$ cat config.mk
export PLATFORM = sky130hd
export DESIGN_NAME = powlib_sfifo_lvl
export DESIGN_NICKNAME = d
export VERILOG_FILES = /design/src/rtl/powlib_sfifo_lvl.sv
export SDC_FILE = /design/constraint.sdc
export NUM_CORES = 1
export LEC_CHECK = 0
export CAP_MARGIN = 20
export CORE_ASPECT_RATIO = 0.6
export CORE_MARGIN = 4
export CORE_UTILIZATION = 62
export CTS_CLUSTER_DIAMETER = 80
export DETAILED_ROUTE_END_ITERATION = 8
export GPL_ROUTABILITY_DRIVEN = 0
export PLACE_DENSITY = 0.82
export SLEW_MARGIN = 5
export SYNTH_ARGS = -nofsm -noshare
export SYNTH_HDL_FRONTEND = slang
export SYNTH_SLANG_ARGS = --single-unit
$ cat constraint.sdc
create_clock -name clk -period 9.1 [get_ports clk]
set_input_delay 2.73 -clock clk [delete_from_list [all_inputs] [get_ports clk]]
set_output_delay 2.73 -clock clk [all_outputs]
set_load 0.005 [all_outputs]
$ cat src/rtl/powlib_sfifo_lvl.sv
// powlib_sfifo_lvl: single-clock valid/ready FIFO with fill level, almost-full/empty flags and flush.
// Optional registered output stage: define POWLIB_SFIFO_LVL_OUTREG_EN (capacity D+1, latency 2).

package powlib_sfifo_lvl_pkg;
  function automatic int powlib_clogb2(input int value);
    int res;
    res = 0;
    while ((32'sd1 <<< res) < value) begin
      res = res + 1;
    end
    return res;
  endfunction
endpackage

module powlib_dpram #(
  parameter int W    = 16,
  parameter int D    = 8,
  parameter int WPTR = 3
) (
  input  logic            clk,
  input  logic            wren,
  input  logic [WPTR-1:0] wraddr,
  input  logic [W-1:0]    wrdata,
  input  logic [WPTR-1:0] rdaddr,
  output logic [W-1:0]    rddata
);
  logic [W-1:0] mem_r [D];

  // Synchronous write; the read port is asynchronous so the head falls through.
  always_ff @(posedge clk) begin
    if (wren) begin
      mem_r[wraddr] <= wrdata;
    end
  end

  assign rddata = mem_r[rdaddr];
endmodule

module powlib_sfifo_lvl #(
  parameter int W      = 16,
  parameter int D      = 8,
  parameter int AFULL  = D - 2,
  parameter int AEMPTY = 2,
`ifdef POWLIB_SFIFO_LVL_OUTREG_EN
  localparam int CAP   = D + 1,
`else
  localparam int CAP   = D,
`endif
  localparam int WPTR  = powlib_sfifo_lvl_pkg::powlib_clogb2(D),
  localparam int WCNT  = powlib_sfifo_lvl_pkg::powlib_clogb2(CAP + 1)
) (
  input  logic            clk,
  input  logic            rst,
  input  logic [W-1:0]    wrdata,
  input  logic            wrvld,
  output logic            wrrdy,
  output logic [W-1:0]    rddata,
  output logic            rdvld,
  input  logic            rdrdy,
  input  logic            flush,
  output logic [WCNT-1:0] count,
  output logic            afull,
  output logic            aempty
);
  logic [WPTR-1:0] wrptr_r;
  logic [WPTR-1:0] rdptr_r;
  logic [WCNT-1:0] count_r;
  logic [WCNT-1:0] count_nxt_s;
  logic            afull_r;
  logic            aempty_r;
  logic            wrinc_s;
  logic            rdinc_s;
  logic            pop_s;
  logic [W-1:0]    ramq_s;

  // Explicit compare-and-wrap so depths that are not powers of two work.
  function automatic logic [WPTR-1:0] next_ptr(input logic [WPTR-1:0] ptr);
    logic [WPTR-1:0] nxt;
    if (ptr == WPTR'(D - 1)) begin
      nxt = '0;
    end else begin
      nxt = ptr + WPTR'(1);
    end
    return nxt;
  endfunction

  assign wrrdy   = rst && (count_r != WCNT'(CAP)) && !flush;
  assign wrinc_s = wrvld && wrrdy;
  assign rdinc_s = rdvld && rdrdy;
  assign count   = count_r;
  assign afull   = afull_r;
  assign aempty  = aempty_r;

  powlib_dpram #(
    .W    (W),
    .D    (D),
    .WPTR (WPTR)
  ) u_ram (
    .clk    (clk),
    .wren   (wrinc_s),
    .wraddr (wrptr_r),
    .wrdata (wrdata),
    .rdaddr (rdptr_r),
    .rddata (ramq_s)
  );

`ifdef POWLIB_SFIFO_LVL_OUTREG_EN
  logic         ovld_r;
  logic [W-1:0] odata_r;

  // The RAM holds count minus the output entry; reload when the stage is empty or being read.
  assign pop_s  = (!ovld_r || rdrdy) && (count_r > WCNT'(ovld_r));
  assign rdvld  = ovld_r;
  assign rddata = odata_r;

  // Output register stage.
  always_ff @(posedge clk) begin
    if (!rst) begin
      ovld_r  <= 1'b0;
      odata_r <= '0;
    end else if (flush) begin
      ovld_r  <= 1'b0;
    end else if (pop_s) begin
      ovld_r  <= 1'b1;
      odata_r <= ramq_s;
    end else if (rdinc_s) begin
      ovld_r  <= 1'b0;
    end else begin
      ovld_r  <= ovld_r;
    end
  end
`else
  assign pop_s  = rdinc_s;
  assign rdvld  = (count_r != '0);
  assign rddata = ramq_s;
`endif

  // Next fill level from the two handshakes.
  always_comb begin
    count_nxt_s = count_r;
    if (wrinc_s && !rdinc_s) begin
      count_nxt_s = count_r + WCNT'(1);
    end else if (rdinc_s && !wrinc_s) begin
      count_nxt_s = count_r - WCNT'(1);
    end else begin
      count_nxt_s = count_r;
    end
  end

  // Pointers, level and almost flags; flush clears exactly like reset.
  always_ff @(posedge clk) begin
    if (!rst || flush) begin
      wrptr_r  <= '0;
      rdptr_r  <= '0;
      count_r  <= '0;
      afull_r  <= 1'b0;
      aempty_r <= 1'b1;
    end else begin
      if (wrinc_s) begin
        wrptr_r <= next_ptr(wrptr_r);
      end
      if (pop_s) begin
        rdptr_r <= next_ptr(rdptr_r);
      end
      count_r  <= count_nxt_s;
      afull_r  <= (count_nxt_s >= WCNT'(AFULL));
      aempty_r <= (count_nxt_s <= WCNT'(AEMPTY));
    end
  end
endmodule

==> flow_summary.yaml, run 1 <==
layout:
  antenna_cells: 0
  drive_gt1_share_pct: 28.41
  fin_nets: 366
  final_common_cell: "edfxtp_1"
  area_growth_pct: 22.05
  final_cell_mix: "edfxtp_1 (128), clkdlybuf4s50_1 (44), mux4_2 (32)"
sta:
  max-slew-margin-rel_pct: 34.51
  finalCriticalPeriod_ps: 6922
  clock_skew_ps: 9.213
  tightest_slew_ps: 979.8
  hold_viol_final: 0
  rsz0062_at_grt: "no"
  setup_viol: 0
  max_freq_mhz: 144.5
  setup-tns-final_ps: 0
  post-route-period-util_pct: 76.06
  maxSlewViolCount: 0
floorplan:
  die_w_um: 130.8
  core_mm2: 0.008653
  die_h_um: 81.66
  pin_count: 45
  dieArea_mm2: 0.01068
  rows: 26
  start_util_pct: 64.79
yosys:
  synth_warnings: 0
  ys_types: 40
  synth_top_family_by_area: "multiplexers"
  synth_compound_area_share_pct: 2.254
  syn_nets: 306
  syn-instance-count: 279
  synthSimpleGateAreaFrac_pct: 4.575
  synth.yosys.seq_area_share_pct: 73.91
  synth_seq_cells: 143
  synth_adder_area_share_pct: 1.339
  synth_xor_area_share_pct: 0.3124
  postSynthAreaPerCell_um2: 20.10
  syn_area_mm2: 0.005607
  muxShareOfSynthArea_pct: 16.25
cts:
  cts_sinks: 143
  cts_root_buf: "clkbuf_16"
  htreeDepth: 4
  insertion_delay_ps: 410
  cts.clk_slew.worst_paths_ps: 50
  numCtsBuffers: 17
  clk_path_buf_depth: 2
  cts_hold_buf: 0
  cts_resized: 0
  cts_tree: "yes"
  cts_setup_buffers: 0
routing:
  wl_per_cell_um: 22.19
  drc: 0
  initialDrtViolationCount: 272
  wirelength_mm: 10.30
  antenna_left: 0
  via_per_inst: 6.045
  vias: 2805
  drt-pass1-iter-count: 4
global_routing:
  overflow: 0
  grt_busiest_layer: "met2"
  antenna_found_initial: 0
  use_met1_pct: 30.57
  grt_max_degree: 33
  grt_pass1_vias: 2881
  grtUsageTotal_pct: 21.96
  use_met3_pct: 8.252
  grt_pass1_wl_mm: 16.23
  met2_usage_pct: 33.47
critical_path:
  cp_max_fo: 11
  worst_setup_path_end_kind: "output pin"
  rr_startpoint: "count[0]"
  cpPeakStageDelay_ps: 510
  endpoint: "wrrdy"
  path_depth: 4
  r2r-end: "u_ram.mem_r[2][14]"
  crit_buf_inv: 2
  worst-setup-path-type: "input port to output pin"
  required_ps: 6370
  cp_slowest_cell: "clkdlybuf4s50_1"
  setup.worst_path.start_class: "input port"
  reg2reg_depth: 6
  cp.arrival_ps: 4190
  cp_common_cell: "clkdlybuf4s50_1"
  critPathTopFamily: "buffers and inverters"
  r2r_slack_ps: 6230
  cp_cell_sequence: "clkdlybuf4s50_1 -> nand2b_1 -> nor2_1 -> clkdlybuf4s50_1"
  startpoint: "flush"
pwr:
  fin_total_pwr_mw: 1.474
  vdd_drop_max_mv: 0.1470
  powerDensity_mw_per_mm2: 215.4
  p_leak_nw: 2.222
hold_path:
  min_path_type: "flop to flop"
placement:
  numPortBuffers: 44
  dp_hpwl_mm: 5.995
status:
  status: "complete, no violations"
run:
  maxCapViolCount: 0
worst min-delay path by stage:
stage,startpoint,depth (start not counted),endpoint,slack (ps)
finish,rdptr_r[2],2,rdptr_r[2],500
global route,rdptr_r[2],2,rdptr_r[2],560
CTS,rdptr_r[2],2,rdptr_r[2],500
detailed placement,rdptr_r[2],2,flop,490
global placement,rdptr_r[2],2,rdptr_r[2],490
floorplan,rdptr_r[2],2,flop,450
registers in the layout, indices dropped and copies added (netlist names), named ones only:
register and count:
rdptr_r 3, wrptr_r 3, count 4, u_ram.mem_r 128
aempty 1, afull 1
synthesized netlist by cell type:
cell type / n / area (um2)
a211oi_1: 2 / 15.01
a21oi_1: 5 / 25.02
a311o_1: 1 / 10.01
a41o_1: 2 / 20.02
and3b_1: 1 / 8.760
and3b_2: 1 / 10.01
buf_1: 5 / 18.77
buf_2: 1 / 5.000
buf_4: 3 / 22.52
clkbuf_1: 3 / 11.26
dfxtp_1: 15 / 300.3
edfxtp_1: 128 / 3844
ha_1: 6 / 75.07
inv_1: 3 / 11.26
inv_2: 2 / 7.510
mux2_2: 16 / 180.2
mux2i_1: 1 / 10.01
mux4_2: 32 / 720.7
nand2_1: 11 / 41.29
nand2_2: 1 / 6.260
nand2b_1: 1 / 6.260
nand3_1: 3 / 15.01
nand3b_1: 2 / 15.01
nand4_1: 1 / 6.260
nand4b_1: 1 / 8.760
nor2_1: 9 / 33.78
nor2b_1: 1 / 6.260
nor3_1: 6 / 30.03
nor3b_1: 3 / 22.52
nor3b_2: 1 / 12.51
nor4_1: 1 / 6.260
nor4b_1: 2 / 17.52
o2111a_1: 1 / 11.26
o211ai_1: 1 / 7.510
o211ai_2: 1 / 12.51
o21ai_1: 1 / 5.000
o22ai_2: 1 / 12.51
o31ai_1: 1 / 7.510
or4b_1: 1 / 10.01
xnor2_1: 2 / 17.52
layout make-up:
cell class,instances,area [um2]
sequential,143,4146
fill,447,1810
multi-input combinational,119,1425
timing repair buffer,53,508.0
clock buffer,26,499.2
tap,112,140.1
clock inverter,6,105.1
inverter,5,18.77
worst reg2reg max path: cells and delay by family (launching register included):
family	cells	cell delay [ps]
adders and majority gates	1	280
buffers and inverters	2	490
DFF	1	480
and+or+nand+nor	3	1310
routing by layer:
metal	share of wire, %	wire length, um
met1	44	4512
met2	47	4873
met3	7.8	800
met4	1.0	108
met5	0	0
power by group:
group	internal, mW	switching (mW)
Sequential	0.719	0.00291
Combinational	0.0300	0.0271
Clock	0.459	0.236
through the flow:
| stage | std cells | util [%] | hold slack [ps] | area (um2) | setup WS [ps] |
|---|---|---|---|---|---|
| 2_1_floorplan | 279 | - | 454.7 | 5607 | 3181 |
| 3_3_place_gp | 432 | 72.09 | 486.2 | 6238 | 2189 |
| 3_5_place_dp | 432 | 72.09 | 491.6 | 6238 | 2174 |
| 4_1_cts | 464 | 79.08 | 503.3 | 6843 | 2173 |
| 5_1_grt | 464 | 79.08 | 556.9 | 6843 | 2054 |
| 6_report | 464 | 79.08 | 501.3 | 6843 | 2178 |
cells by family (layout without fill, tap and decap cells):
kind of cell,Yosys count,count (layout)
buffers and inverters,17,90
XOR/XNOR,2,2
AO/OA/AOI/OAI,16,16
AND/OR/NAND/NOR,46,46
adder cells (fa/ha/maj),6,6
flip-flops,143,143
multiplexers,49,49
(Power assumes the default switching activity.)
==> run 2: changes to the inputs <==
CORE_UTILIZATION = 57   (was 62)
PLACE_DENSITY = 0.76   (was 0.82)
clock period = 6.88 ns   (was 9.1 ns; I/O delays follow)
==> run 2 against run 1 <==
Net effect:
- register-to-register slack worse by 1700 ps
- largest power group unchanged
- critical path type unchanged
- sequential share of layout area grew 0.10 points
- utilization is 6.4 points lower
- combinational power rose by 30%
==> flow_summary.yaml, run 2 (synthesized netlist as in run 1, its figures left out) <==
status:
  status: "complete, no violations"
critical_path:
  r2r_slack_ps: 4510
  r2r-end: "u_ram.mem_r[5][11]"
  cp_slowest_cell: "clkdlybuf4s50_1"
  worst_setup_path_end_kind: "output pin"
  rr_startpoint: "count[0]"
  cp_cell_sequence: "clkdlybuf4s50_1 -> nand2b_1 -> nor2_1 -> clkdlybuf4s50_1"
  required_ps: 4820
  setup.worst_path.start_class: "input port"
  cpPeakStageDelay_ps: 510
  reg2reg_depth: 7
  cp.arrival_ps: 3540
  cp_common_cell: "clkdlybuf4s50_1"
  cp_max_fo: 11
  worst-setup-path-type: "input port to output pin"
sta:
  max-slew-margin-rel_pct: 37.45
  clock_skew_ps: 9.162
  tightest_slew_ps: 937.0
  setup_viol: 0
  post-route-period-util_pct: 81.43
  finalCriticalPeriod_ps: 5602
  rsz0062_at_grt: "no"
  hold_viol_final: 0
  setup-tns-final_ps: 0
  max_freq_mhz: 178.5
  maxSlewViolCount: 0
cts:
  insertion_delay_ps: 420
  cts_hold_buf: 0
  clk_path_buf_depth: 2
  cts_root_buf: "clkbuf_16"
  htreeDepth: 4
  numCtsBuffers: 17
  cts.clk_slew.worst_paths_ps: 60
  cts_tree: "yes"
  cts_sinks: 143
  cts_resized: 0
  cts_setup_buffers: 0
routing:
  drt-pass1-iter-count: 4
  via_per_inst: 5.785
  wirelength_mm: 10.52
  drc: 0
  antenna_left: 0
  wl_per_cell_um: 21.77
  initialDrtViolationCount: 241
  vias: 2794
hold_path:
  min_path_type: "flop to flop"
  whs_path_depth: 2
  whs_endpoint: "rdptr_r[2]"
  min_from: "rdptr_r[2]"
global_routing:
  grt_pass1_vias: 2954
  grtUsageTotal_pct: 20.31
  grt_pass1_wl_mm: 16.75
  antenna_found_initial: 0
  met2_usage_pct: 30.44
  use_met3_pct: 5.687
  grt_busiest_layer: "met2"
  grt_max_degree: 21
  use_met1_pct: 29.51
  overflow: 0
floorplan:
  start_util_pct: 59.70
  rows: 27
  die_h_um: 84.82
  dieArea_mm2: 0.01154
  die_w_um: 136.0
  pin_count: 45
  core_mm2: 0.009392
layout:
  final_common_cell: "edfxtp_1"
  fin_nets: 367
  area_growth_pct: 21.80
  drive_gt1_share_pct: 28.33
  antenna_cells: 0
  largest_reg_flops: 128
  fin_cells: 483
  final_cell_mix: "edfxtp_1 (128), clkdlybuf4s50_1 (44), mux4_2 (32)"
  nFillCells: 585
  top_register: "u_ram.mem_r"
placement:
  dp_hpwl_mm: 6.039
  numPortBuffers: 44
  dp_cells: 451
pwr:
  powerDensity_mw_per_mm2: 276.3
  p_leak_nw: 2.210
  fin_total_pwr_mw: 1.887
  vdd_drop_max_mv: 0.2110
run:
  maxCapViolCount: 0
-- run 2: per-layer routing --
metal	share of wire, %	vias to the layer above	wire, um
met5	0	-	0
met4	1.1	0	114
met3	5.0	12	524
met2	47	79	4940
met1	47	1433	4937
li1	-	1270	-
-- run 2: final cells by class --
cell class / count / area (um2) / share of cell area [%]
Clock buffer: 27 / 535.5 / 7.842
Clock inverter: 5 / 26.28 / 0.3848
Inverter: 5 / 18.77 / 0.2748
Multi-Input combinational cell: 119 / 1425 / 20.87
Sequential cell: 143 / 4145 / 60.70
Tap cell: 130 / 162.7 / 2.382
Timing Repair Buffer: 54 / 515.5 / 7.549
-- run 2: worst max-delay path, delay by kind of cell --
kind | cells | cell delay (ps)
buf+inv | 2 | 970
simple gates | 2 | 510
-- run 2: report_power, final --
| group | leakage [nW] | internal (mW) | total (mW) | switching [mW] |
|---|---|---|---|---|
| Sequential | 1.27 | 0.951 | 0.956 | 0.00500 |
| Clock | 0.282 | 0.531 | 0.857 | 0.326 |
| Combinational | 0.654 | 0.0397 | 0.0740 | 0.0343 |
-- run 2: stage by stage --
step	setup WS, ps	util [%]	hold WS, ps	area [um2]
2_1_floorplan	2141	-	454.7	5607
3_3_place_gp	1315	66.73	475.0	6267
3_5_place_dp	1289	66.73	495.8	6267
4_1_cts	1283	72.72	531.0	6829
5_1_grt	1182	72.72	547.3	6829
6_report	1278	72.72	521.4	6829
-- run 2: worst max-delay path by stage --
stage	start	end	slack [ps]	cells after the start
floorplan	flush	u_ram.mem_r[2][0]	2140	4
global placement	flush	wrrdy	1310	4
detailed placement	flush	wrrdy	1290	4
CTS	flush	wrrdy	1280	4
global route	flush	wrrdy	1180	4
finish	flush	wrrdy	1280	4
==> run 3: changes to the inputs <==
CORE_UTILIZATION = 52   (was 57)
PLACE_DENSITY = 0.73   (was 0.76)
clock period = 4.9 ns   (was 6.88 ns; I/O delays follow)
==> run 3 against run 2 <==
Net effect:
- sequential power is 40% higher
- clock power is 49% higher
- critical endpoint unchanged
- setup slack worse by 550 ps
- clock skew is 0.68 ps higher
- die area is 8.9% higher
==> flow_summary.yaml, run 3 (synthesized netlist as in run 1, its figures left out) <==
status:
  status: "complete, no violations"
layout:
  fin_nets: 368
  largest_reg_flops: 128
  final_cell_mix: "edfxtp_1 (128), clkdlybuf4s50_1 (44), mux4_2 (32)"
  top_register: "u_ram.mem_r"
  drive_gt1_share_pct: 29.10
  final_common_cell: "edfxtp_1"
  area_growth_pct: 23.01
  fin_cells: 493
  antenna_cells: 0
critical_path:
  cp.arrival_ps: 2700
  cp_max_fo: 4
  required_ps: 3430
  rr_startpoint: "count[0]"
  endpoint: "wrrdy"
  r2r-end: "u_ram.mem_r[6][3]"
  worst_setup_path_end_kind: "output pin"
  worst-setup-path-type: "input port to output pin"
  r2r_slack_ps: 2470
  startpoint: "flush"
  reg2reg_depth: 7
  setup.worst_path.start_class: "input port"
placement:
  dp_cells: 461
  dp_hpwl_mm: 6.042
  numPortBuffers: 44
routing:
  wirelength_mm: 10.23
  initialDrtViolationCount: 263
  antenna_left: 0
  drc: 0
  vias: 2810
  drt-pass1-iter-count: 5
  wl_per_cell_um: 20.75
  via_per_inst: 5.700
cts:
  clk_path_buf_depth: 2
  cts_tree: "yes"
  htreeDepth: 4
  cts_resized: 0
  insertion_delay_ps: 410
  cts_setup_buffers: 0
  numCtsBuffers: 17
  cts.clk_slew.worst_paths_ps: 50
  cts_root_buf: "clkbuf_16"
  cts_sinks: 143
  cts_hold_buf: 0
sta:
  rsz0062_at_grt: "no"
  setup_viol: 0
  post-route-period-util_pct: 85.09
  max-slew-margin-rel_pct: 37.41
  tightest_slew_ps: 937.6
  maxSlewViolCount: 0
  setup-tns-final_ps: 0
  finalCriticalPeriod_ps: 4169
  hold_viol_final: 0
  max_freq_mhz: 239.9
  finalHoldWorstSlack_ps: 482.9
  clock_skew_ps: 9.846
pwr:
  vdd_drop_max_mv: 0.3051
  p_leak_nw: 2.216
  powerDensity_mw_per_mm2: 395.3
  fin_total_pwr_mw: 2.726
global_routing:
  met2_usage_pct: 26.27
  grt_max_degree: 33
  grt_busiest_layer: "met2"
  grtUsageTotal_pct: 17.38
  overflow: 0
  antenna_found_initial: 0
  grt_pass1_vias: 2811
  grt_pass1_wl_mm: 15.90
  use_met1_pct: 25.14
  use_met3_pct: 4.698
floorplan:
  pin_count: 45
  start_util_pct: 53.10
  die_h_um: 88.43
  core_mm2: 0.01056
  rows: 29
  die_w_um: 142.1
  dieArea_mm2: 0.01256
hold_path:
  min_from: "rdptr_r[2]"
  whs_path_depth: 2
  min_path_type: "flop to flop"
run:
  maxCapViolCount: 0
[run 3: cell count changes in the layout (fill, tap and decap cells not counted), sizes merged]
cell      previous run  this run
clkbuf              27        20
bufinv               0         3
clkinvlp             0         3
buf                 10        11
clkinv               4         5
[run 3: how the worst min path moves through the flow]
| stage | slack (ps) | to |
|---|---|---|
| floorplan | 450 | flop |
| global placement | 470 | rdptr_r[2] |
| detailed placement | 480 | flop |
| CTS | 490 | rdptr_r[2] |
| global route | 510 | rdptr_r[2] |
| finish | 480 | rdptr_r[2] |
[run 3: stage by stage]
stage	setup slack [ps]	instance area (um2)	util, %
detailed placement	743.9	6299	59.65
CTS	717.4	6897	65.32
global placement	773.7	6299	59.65
finish	730.7	6897	65.32
floorplan	754.8	5607	-
global route	617.7	6897	65.32
[run 3: power breakdown]
part / switching, mW / internal, mW
Combinational: 0.0487 / 0.0569
Clock: 0.475 / 0.804
Sequential: 0.00688 / 1.33
Total: 0.531 / 2.20
[run 3: cell type report]
class | count | area (um2)
clock buffer | 20 | 436.7
clock inverter | 12 | 161.4
fill | 705 | 3662
inverter | 5 | 18.77
multi-input combinational | 119 | 1425
sequential | 143 | 4145
tap | 139 | 173.9
timing repair buffer | 55 | 535.5
[run 3: worst max-delay path: stages]
cell             delay (ps)
clkdlybuf4s50_1         460
nand2b_1                180
nor2_1                   90
clkdlybuf4s50_1         500
[run 3: metal layers]
metal | routed length (um) | up-vias
met3 | 856 | 7
met2 | 4885 | 100
met5 | 0 | -
met1 | 4432 | 1429
li1 | - | 1274
met4 | 57 | 0
